===== src/rtl/icache_line_refill.sv =====
// AHB-Lite refill engine: one 4-beat word burst per I-cache miss, assembled into a 128-bit line.
// Define ICACHE_REFILL_WRAP_EN for critical-word-first WRAP4 refill with crit_valid/crit_data.
module icache_line_refill #(
  parameter int unsigned CACHE_LINE = 128,
  parameter int unsigned CACHE_SIZE = 8192
) (
  input  logic                  HCLK,
  input  logic                  HRESETn,
  input  logic                  miss_req,
  input  logic [31:0]           miss_addr,
  output logic                  miss_ack,
  output logic                  busy,
  output logic [31:0]           HADDR,
  output logic [1:0]            HTRANS,
  output logic [2:0]            HBURST,
  output logic [2:0]            HSIZE,
  output logic                  HWRITE,
  input  logic                  HREADY,
  input  logic [31:0]           HRDATA,
  input  logic                  HRESP,
  output logic                  line_valid,
  output logic [CACHE_LINE-1:0] line_data,
  output logic [31:0]           line_addr,
  output logic                  line_err,
  input  logic                  fill_ready
`ifdef ICACHE_REFILL_WRAP_EN
  ,
  output logic                  crit_valid,
  output logic [31:0]           crit_data
`endif
);

  localparam int unsigned LineBytes = CACHE_LINE / 8;
  localparam int unsigned OffBits   = $clog2(LineBytes);
  localparam int unsigned IndexBits = $clog2(CACHE_SIZE / LineBytes);
  localparam int unsigned TagLo     = OffBits + IndexBits;

  localparam logic [1:0] HtransIdle   = 2'b00;
  localparam logic [1:0] HtransNonseq = 2'b10;
  localparam logic [1:0] HtransSeq    = 2'b11;

  typedef enum logic [2:0] {
    StIdle,
    StAddr,
    StData,
    StHold,
    StAbort
  } state_e;

  state_e                  state_q, state_d;
  logic [31:0]             haddr_q, haddr_d;
  logic [1:0]              htrans_q, htrans_d;
  logic [1:0]              a_cnt_q, a_cnt_d;
  logic [1:0]              d_cnt_q, d_cnt_d;
  logic                    dphase_q, dphase_d;
  logic                    busy_q, busy_d;
  logic                    line_valid_q, line_valid_d;
  logic                    line_err_q, line_err_d;
  logic [CACHE_LINE-1:0]   line_data_q, line_data_d;
  logic [31:0]             line_addr_q, line_addr_d;

  logic [1:0]              req_word;   // word index of the first beat for a new request
  logic [1:0]              crit_word;  // word index of beat 0 for the burst in flight
  logic [1:0]              next_word;
  logic [1:0]              d_slot;
  logic [31:0]             req_base;
  logic                    bus_err;
  logic                    unused_addr;

  assign unused_addr = ^miss_addr[3:0];

  // Line base rebuilt from its tag and index fields.
  assign req_base = {miss_addr[31:TagLo], miss_addr[TagLo-1:OffBits], {OffBits{1'b0}}};

  // First cycle of a two-cycle ERROR response is the one with HREADY low.
  assign bus_err = dphase_q && HRESP && !HREADY;

  assign next_word = crit_word + a_cnt_d;
  assign d_slot    = crit_word + d_cnt_q;

`ifdef ICACHE_REFILL_WRAP_EN
  logic [1:0]  crit_word_q, crit_word_d;
  logic        crit_valid_q, crit_valid_d;
  logic [31:0] crit_data_q, crit_data_d;

  assign req_word  = miss_addr[3:2];
  assign crit_word = crit_word_q;

  always_ff @(posedge HCLK or negedge HRESETn) begin
    if (!HRESETn) begin
      crit_word_q  <= 2'b00;
      crit_valid_q <= 1'b0;
      crit_data_q  <= 32'h0;
    end else begin
      crit_word_q  <= crit_word_d;
      crit_valid_q <= crit_valid_d;
      crit_data_q  <= crit_data_d;
    end
  end

  always_comb begin
    crit_word_d  = crit_word_q;
    crit_valid_d = 1'b0;
    crit_data_d  = crit_data_q;
    if (state_q == StIdle && miss_req) begin
      crit_word_d = req_word;
    end
    if ((state_q == StAddr) && HREADY && dphase_q && (d_cnt_q == 2'd0)) begin
      crit_valid_d = 1'b1;
      crit_data_d  = HRDATA;
    end
  end
`else
  assign req_word  = 2'b00;
  assign crit_word = 2'b00;
`endif

  // State register.
  always_ff @(posedge HCLK or negedge HRESETn) begin
    if (!HRESETn) begin
      state_q <= StIdle;
    end else begin
      state_q <= state_d;
    end
  end

  // Next-state logic.
  always_comb begin
    state_d = state_q;
    unique case (state_q)
      StIdle: begin
        if (miss_req) state_d = StAddr;
      end
      StAddr: begin
        if (bus_err) state_d = StAbort;
        else if (HREADY && (a_cnt_q == 2'd3)) state_d = StData;
      end
      StData: begin
        if (bus_err) state_d = StAbort;
        else if (HREADY) state_d = StHold;
      end
      StAbort: begin
        if (HREADY) state_d = StHold;
      end
      StHold: begin
        if (fill_ready) state_d = StIdle;
      end
      default: state_d = StIdle;
    endcase
  end

  // Datapath registers.
  always_ff @(posedge HCLK or negedge HRESETn) begin
    if (!HRESETn) begin
      haddr_q      <= 32'h0;
      htrans_q     <= HtransIdle;
      a_cnt_q      <= 2'd0;
      d_cnt_q      <= 2'd0;
      dphase_q     <= 1'b0;
      busy_q       <= 1'b0;
      line_valid_q <= 1'b0;
      line_err_q   <= 1'b0;
      line_data_q  <= '0;
      line_addr_q  <= 32'h0;
    end else begin
      haddr_q      <= haddr_d;
      htrans_q     <= htrans_d;
      a_cnt_q      <= a_cnt_d;
      d_cnt_q      <= d_cnt_d;
      dphase_q     <= dphase_d;
      busy_q       <= busy_d;
      line_valid_q <= line_valid_d;
      line_err_q   <= line_err_d;
      line_data_q  <= line_data_d;
      line_addr_q  <= line_addr_d;
    end
  end

  // Datapath next-state: address pipeline, data capture and line hand-off.
  always_comb begin
    haddr_d      = haddr_q;
    htrans_d     = htrans_q;
    a_cnt_d      = a_cnt_q;
    d_cnt_d      = d_cnt_q;
    dphase_d     = dphase_q;
    busy_d       = busy_q;
    line_valid_d = line_valid_q;
    line_err_d   = line_err_q;
    line_data_d  = line_data_q;
    line_addr_d  = line_addr_q;
    unique case (state_q)
      StIdle: begin
        if (miss_req) begin
          line_addr_d = req_base;
          haddr_d     = {req_base[31:4], req_word, 2'b00};
          htrans_d    = HtransNonseq;
          a_cnt_d     = 2'd0;
          d_cnt_d     = 2'd0;
          dphase_d    = 1'b0;
          busy_d      = 1'b1;
          line_err_d  = 1'b0;
        end
      end
      StAddr, StData: begin
        if (bus_err) begin
          htrans_d = HtransIdle;
          dphase_d = 1'b0;
        end else if (HREADY) begin
          if (dphase_q) begin
            line_data_d[{d_slot, 5'b00000} +: 32] = HRDATA;
            d_cnt_d = d_cnt_q + 2'd1;
          end
          if (state_q == StAddr) begin
            a_cnt_d  = a_cnt_q + 2'd1;
            dphase_d = 1'b1;
            if (a_cnt_q == 2'd3) begin
              htrans_d = HtransIdle;
            end else begin
              htrans_d = HtransSeq;
              haddr_d  = {line_addr_q[31:4], next_word, 2'b00};
            end
          end else begin
            // Only beat 3 is outstanding here; it completes the line.
            dphase_d     = 1'b0;
            line_valid_d = 1'b1;
          end
        end
      end
      StAbort: begin
        if (HREADY) begin
          line_valid_d = 1'b1;
          line_err_d   = 1'b1;
        end
      end
      StHold: begin
        if (fill_ready) begin
          line_valid_d = 1'b0;
          line_err_d   = 1'b0;
          busy_d       = 1'b0;
        end
      end
      default: ;
    endcase
  end

  // Outputs.
  always_comb begin
    miss_ack   = (state_q == StIdle) && miss_req;
    busy       = busy_q;
    HADDR      = haddr_q;
    HTRANS     = htrans_q;
`ifdef ICACHE_REFILL_WRAP_EN
    HBURST     = 3'b010;
    crit_valid = crit_valid_q;
    crit_data  = crit_data_q;
`else
    HBURST     = 3'b011;
`endif
    HSIZE      = 3'b010;
    HWRITE     = 1'b0;
    line_valid = line_valid_q;
    line_data  = line_data_q;
    line_addr  = line_addr_q;
    line_err   = line_err_q;
  end

endmodule

===== config.mk =====
export PLATFORM = sky130hd
export DESIGN_NAME = icache_line_refill
export DESIGN_NICKNAME = d
export VERILOG_FILES = /design/src/rtl/icache_line_refill.sv
export SDC_FILE = /design/constraint.sdc
export NUM_CORES = 1
export LEC_CHECK = 0
export ABC_AREA = 0
export BUFFER_PORTS_ARGS = -buffer_cell sky130_fd_sc_hd__buf_2
export CAP_MARGIN = 20
export CORE_MARGIN = 8
export CORE_UTILIZATION = 40
export DETAILED_ROUTE_END_ITERATION = 16
export PLACE_DENSITY_LB_ADDON = 0.3
export SYNTH_ARGS = -nofsm -noshare
export SYNTH_HDL_FRONTEND = slang
export SYNTH_SLANG_ARGS = --single-unit

===== constraint.sdc =====
create_clock -name HCLK -period 2.6 [get_ports HCLK]
set_input_delay 0.52 -clock HCLK [delete_from_list [all_inputs] [get_ports HCLK]]
set_output_delay 0.52 -clock HCLK [all_outputs]
set_load 0.02 [all_outputs]

==> run summary, run 1 <==
Number of remaining DRC errors: 0
Commonest non-fill, non-tap cell in the layout: nand2_1
Worst-path clk slew: 0.08 ns
Detailed placement HPWL: 17200 µm
First-pass GRT wire length: 37900 µm
Static Leak: 0.00526 µW
WL final: 24000 µm
Register area share after synthesis: 59.3%
Run status: finished clean
1st-iter DRT viols: 319
Simple-gate share of the synthesized area: 15.6%
Synth Area in Compound Gates: 11.7%
Share of layout cells above drive strength 1: 32.0%
Critical Path Start Type: flip-flop
Core box area: 20800 µm²
Cts repair resizes: 0
R2R cell count: 6
Vias in the first global route: 6820
ANT nets after route: 0
RePlAce Congestion: 0.799
Crit Path Max Fanout: 16
Min Tclk post-route: 2.33 ns
Nature of the critical path endpoint: output pin
Synth Area in XOR/XNOR: 0.402%
Power density cells: 1100 nW/µm²
FP Rows: 53
Reg2Reg Setup Slack: 0.60 ns
Die footprint: 25900 µm²
Rel. slew slack: 61.7%
Final hold violations: 0
Placed Cells: 1350
Most frequent cells in the layout: nand2_1 (263), buf_2 (256), dfrtp_1 (199), o21ai_0 (138), nor2_1 (39)
Hold WS: 0.0938 ns
Final net count: 1170
I/O pin count: 275
Vias: 6668
Cts bufs inserted: 17
Mapped Cells: 853
Prevailing post-synth register cell: dfrtp_1
Skew final: 0.0106 ns
Hold_buf cts: 0
Largest net degree at the start of global routing: 67
Main combinational cell family by area after synthesis: simple AND/OR/NAND/NOR gates
Final cell count without fillers: 1382
Yosys warnings: 0
CTS H-tree depth: 4
# Post-CTS Setup Buffers: 0
CTS tree: yes
Inserted Diodes: 0
Setup violations, final: 0
GRT Total Usage: 18.4%
VDD IR max: 0.000801 V
DR pass1 iterations: 5
DR vias/cell: 4.82
Synthesized cell area: 8400 µm²
Post-synth EDFFs: 0
Syn Area/Cell: 9.84 µm²
Count of different cell masters after synthesis: 40
Post-Synth Adder-Cell Area: 0.894%
Clock Root Buffer: clkbuf_16
IO Port Bufs: 257
Post-synthesis mux area share: 7.58%
Period utilization: 89.7%
Area grow syn2layout: 26.2%
F_max: 0.429 GHz
Post-DR wirelength/cell: 17.3 µm
Critical path type: flip-flop to output pin
DIE HEIGHT: 161 µm
Initial antenna violation count: 0
WP data required: 2.08 ns
Worst-Skew Late Latency: 0.42 ns
Clock tree sinks: 199
Initial Util: 40.3%
Slew @ Worst Pin: 0.575 ns
CP arrival: 1.81 ns
Unrepaired setup endpoints after global routing: no
MaxCap Viol Count: 0
Setup TNS: 0 ns
HP Class: input port to asynchronous set/reset pin
Final Max Slew Viols: 0
Clk buf depth: 2
Flops & latches, synth: 199
Grt ovf: 0
Asr flop ratio synth: 100%
Die W: 161 µm
-- where the power goes --
part	leakage [µW]	internal, µW	switching [µW]
registers	0.00259	3870	484
clock network	0.000258	1280	1240
logic	0.00241	1780	3000
-- cell usage after synthesis, types with 2 or more instances --
| cell | n | area [µm²] |
|---|---|---|
| conb_1 | 2 | 7.51 |
| nor3b_1 | 4 | 30.0 |
| mux2_2 | 29 | 327 |
| nand2b_1 | 3 | 18.8 |
| a21o_1 | 2 | 15.0 |
| nand2_1 | 263 | 987 |
| buf_1 | 2 | 7.51 |
| mux2i_1 | 31 | 310 |
| dfrtp_1 | 199 | 4980 |
| a32o_1 | 2 | 20.0 |
| or2_2 | 3 | 18.8 |
| nand3_2 | 4 | 40.0 |
| a31oi_1 | 3 | 18.8 |
| buf_6 | 2 | 22.5 |
| nand3b_1 | 2 | 15.0 |
| buf_2 | 7 | 35.0 |
| inv_1 | 6 | 22.5 |
| ha_1 | 6 | 75.1 |
| a21oi_1 | 29 | 145 |
| clkbuf_1 | 40 | 150 |
| o21ai_0 | 138 | 691 |
| a22oi_1 | 2 | 15.0 |
| buf_4 | 17 | 128 |
| nor2_1 | 39 | 146 |
| and3b_1 | 2 | 17.5 |
| o32ai_1 | 2 | 17.5 |
-- state kept, by name (all words and copies together) (netlist names) --
register and flops:
HADDR 30, HTRANS 2, a_cnt_q 2, busy 1, d_cnt_q 2, dphase_q 1
line_addr 28, line_data 128, line_err 1, line_valid 1, state_q 3
-- cell type report --
cell class                      count  area (µm²)
Clock buffer                       19         443
Inverter                            6        22.5
Timing Repair Buffer              279        1570
Clock inverter                     13         111
Sequential cell                   199        4980
Multi-Input combinational cell    591        3120
Tap cell                          275         344
Fill cell                        1968       10200
-- worst max-delay path, stage by stage (launching register included) --
cell      delay, ns
dfrtp_1        0.58
nand2b_1       0.39
nor2_8         0.21
buf_2          0.21
-- metrics by stage --
step                setup slack, ns  utilization [%]  cell area (µm²)  total power [µW]
global placement              0.648             48.2            10000              9150
global route                  0.173             50.9            10600             12400
CTS                           0.240             50.9            10600             11800
finish                        0.267             50.9            10600             11600
detailed placement            0.563             48.2            10000              9260
floorplan                     0.779                -             8440              7590
-- metal layers --
metal / GRT usage [%] / vias to the layer above / part of all wire (%)
li1: - / 3280 / -
met1: 22.9 / 3155 / 43
met4: 7.58 / 0 / 2.5
met3: 4.02 / 30 / 5.2
met5: 0 / - / 0
met2: 30.6 / 203 / 49
-- worst paths after layout --
| path | from | to |
|---|---|---|
| worst max-delay path | state_q[0] | miss_ack |
| worst min-delay path | HRESETn | HADDR[6] |
| worst max register to register | d_cnt_q[0] | line_data[14] |
| worst min register to register | line_data[101] | line_data[101] |
| max in group asynchronous | HRESETn | line_data[46] |
| min in group HCLK | miss_addr[6] | line_addr[6] |
-- cell families (layout without fill, tap and decap cells) --
family          Yosys count  after routing
other cells               2             13
simple gates            324            324
buf+inv                  74            317
flops                   199            199
xor+xnor                  3              3
compound gates          185            185
mux                      60             60
fa+ha+maj                 6              6
No activity file was read; power rests on OpenSTA's default activity.
==> run 2: changes to the inputs <==
--- a/config.mk
+++ b/config.mk
@@ -12,6 +12,7 @@
 export CORE_UTILIZATION = 40
 export DETAILED_ROUTE_END_ITERATION = 16
 export PLACE_DENSITY_LB_ADDON = 0.3
+export RECOVER_POWER = 25
 export SYNTH_ARGS = -nofsm -noshare
 export SYNTH_HDL_FRONTEND = slang
 export SYNTH_SLANG_ARGS = --single-unit
==> run summary, run 2 (synthesis gave the netlist of run 1 again) <==
Worst hold start: miss_addr[6]
GRT Total Usage: 18.4% (unchanged)
ANT nets after route: 0 (unchanged)
FP Rows: 53 (unchanged)
WP data required: 2.08 ns (about the same)
Clk buf depth: 2 (unchanged)
DIE HEIGHT: 161 µm (unchanged)
WP buf/inv: 1 (unchanged)
Commonest non-fill, non-tap cell in the layout: nand2_1 (unchanged)
Inserted Diodes: 0 (unchanged)
Slew @ Worst Pin: 1.74 ns (was 0.575 ns)
Rel. slew slack: -16.0% (was 61.7%)
RePlAce Congestion: 0.799 (unchanged)
Critical Path Slowest Stage Cell: dfrtp_1 (unchanged)
Cts bufs inserted: 17 (unchanged)
RR Endpoint: line_data[14] (unchanged)
Failing checks: max-capacitance violations, max-slew violations
HP Class: input port to flip-flop (was input port to asynchronous set/reset pin)
Initial Util: 40.3% (unchanged)
Clock Root Buffer: clkbuf_16 (unchanged)
Critical path's top delay family: simple AND/OR/NAND/NOR gates (unchanged)
Share of layout cells above drive strength 1: 31.8% (was 32.0%)
CTS tree: yes (unchanged)
Die W: 161 µm (unchanged)
Critical Path Start Type: flip-flop (unchanged)
Grt ovf: 0 (unchanged)
Utilization after layout: 50.7% (was 50.9%)
Reg2Reg Setup Slack: 0.57 ns (was 0.60 ns)
First-pass GRT wire length: 37900 µm (unchanged)
Worst setup path startpoint: state_q[0] (unchanged)
Crit Path Max Fanout: 16 (unchanged)
WL final: 24000 µm (about the same)
Most frequent cells in the layout: nand2_1 (263), buf_2 (256), dfrtp_1 (199), o21ai_0 (138), nor2_1 (39) (unchanged)
# Post-CTS Setup Buffers: 0 (unchanged)
Final cell count without fillers: 1382 (unchanged)
Number of remaining DRC errors: 0 (unchanged)
DR pass1 iterations: 4 (was 5)
R2R cell count: 6 (unchanged)
Worst-Skew Late Latency: 0.43 ns (was 0.42 ns)
1st-iter DRT viols: 328 (was 319)
MaxCap Viol Count: 1 (was 0)
DR vias/cell: 4.82 (about the same)
Post-DR wirelength/cell: 17.3 µm (about the same)
Hold_buf cts: 0 (unchanged)
Final Max Slew Viols: 66 (was 0)
Initial antenna violation count: 0 (unchanged)
Setup violations, final: 0 (unchanged)
Final worst slack: 0.278 ns (was 0.267 ns)
Period utilization: 89.3% (was 89.7%)
Die footprint: 25900 µm² (unchanged)
VDD IR max: 0.000797 V (was 0.000801 V)
Run status: complete, but fails checks (was finished clean)
Final hold violations: 0 (unchanged)
Skew final: 0.00971 ns (was 0.0106 ns)
Worst Hold Path EP: line_addr[6]
Area grow syn2layout: 25.8% (was 26.2%)
Detailed placement HPWL: 17200 µm (unchanged)
Power density cells: 1100 nW/µm² (about the same)
Setup TNS: 0 ns (unchanged)
IO Port Bufs: 257 (unchanged)
Power Total: 11600 µW (about the same)
Static Leak: 0.00524 µW (was 0.00526 µW)
Unrepaired setup endpoints after global routing: no (unchanged)
Worst slack, placed: 0.563 ns (unchanged)
Clock tree sinks: 199 (unchanged)
Crit path largest cell delay: 0.57 ns (was 0.58 ns)
CTS H-tree depth: 4 (unchanged)
F_max: 0.431 GHz (was 0.429 GHz)
Max reg flops: 128 (unchanged)
Critical Path, Cell by Cell: nand2b_1 > nor2_8 > buf_2 (unchanged)
Hold Path Stages: 2
Core box area: 20800 µm² (unchanged)
Critical path type: flip-flop to output pin (unchanged)
Placed Cells: 1350 (unchanged)
Min Tclk post-route: 2.32 ns (was 2.33 ns)
CP arrival: 1.80 ns (was 1.81 ns)
Worst-path clk slew: 0.08 ns (about the same)
Nature of the critical path endpoint: output pin (unchanged)
Reg2Reg Launch Point: d_cnt_q[0] (unchanged)
Vias in the first global route: 6820 (unchanged)
Vias: 6657 (was 6668)
Cts repair resizes: 0 (unchanged)
Largest net degree at the start of global routing: 67 (unchanged)
I/O pin count: 275 (unchanged)
Final net count: 1170 (unchanged)
[run 2: how the worst max path moves through the flow]
stage	to	cells after the start	slack [ns]
4_1_cts	miss_ack	3	0.24
3_5_place_dp	line_data[14]	6	0.56
6_report	miss_ack	3	0.28
2_1_floorplan	line_data[2]	6	0.78
5_1_grt	line_data[14]	2	0.1
3_3_place_gp	line_data[10]	6	0.65
[run 2: layer usage]
metal / track usage (%) / share of wire [%] / up-vias
met1: 22.9 / 43 / 3165
li1: - / - / 3280
met2: 30.6 / 49 / 180
met3: 4.02 / 5.2 / 32
met4: 7.58 / 2.7 / 0
met5: 0 / 0 / -
[run 2: power breakdown]
group / internal (µW) / total, µW / switching, µW
clock network: 1280 / 2520 / 1240
registers: 3870 / 4350 / 483
logic: 1770 / 4780 / 3010
total: 6920 / 11600 / 4730
[run 2: metrics by stage]
stage	cell area [µm²]	hold WS (ns)
after floorplan	8440	0.224
after global placement	10000	0.457
after detailed placement	10000	0.465
after CTS	10600	0.102
after global routing	10600	0.322
final	10600	0.340
[run 2: final cells by class]
type	instances	area, µm²
flip-flops and latches	199	4980
repair buffers	279	1540
multi-input cells	591	3120
inverters	6	22.5
well taps	275	344
clock inverters	13	111
clock buffers	19	443
fillers	1975	10300
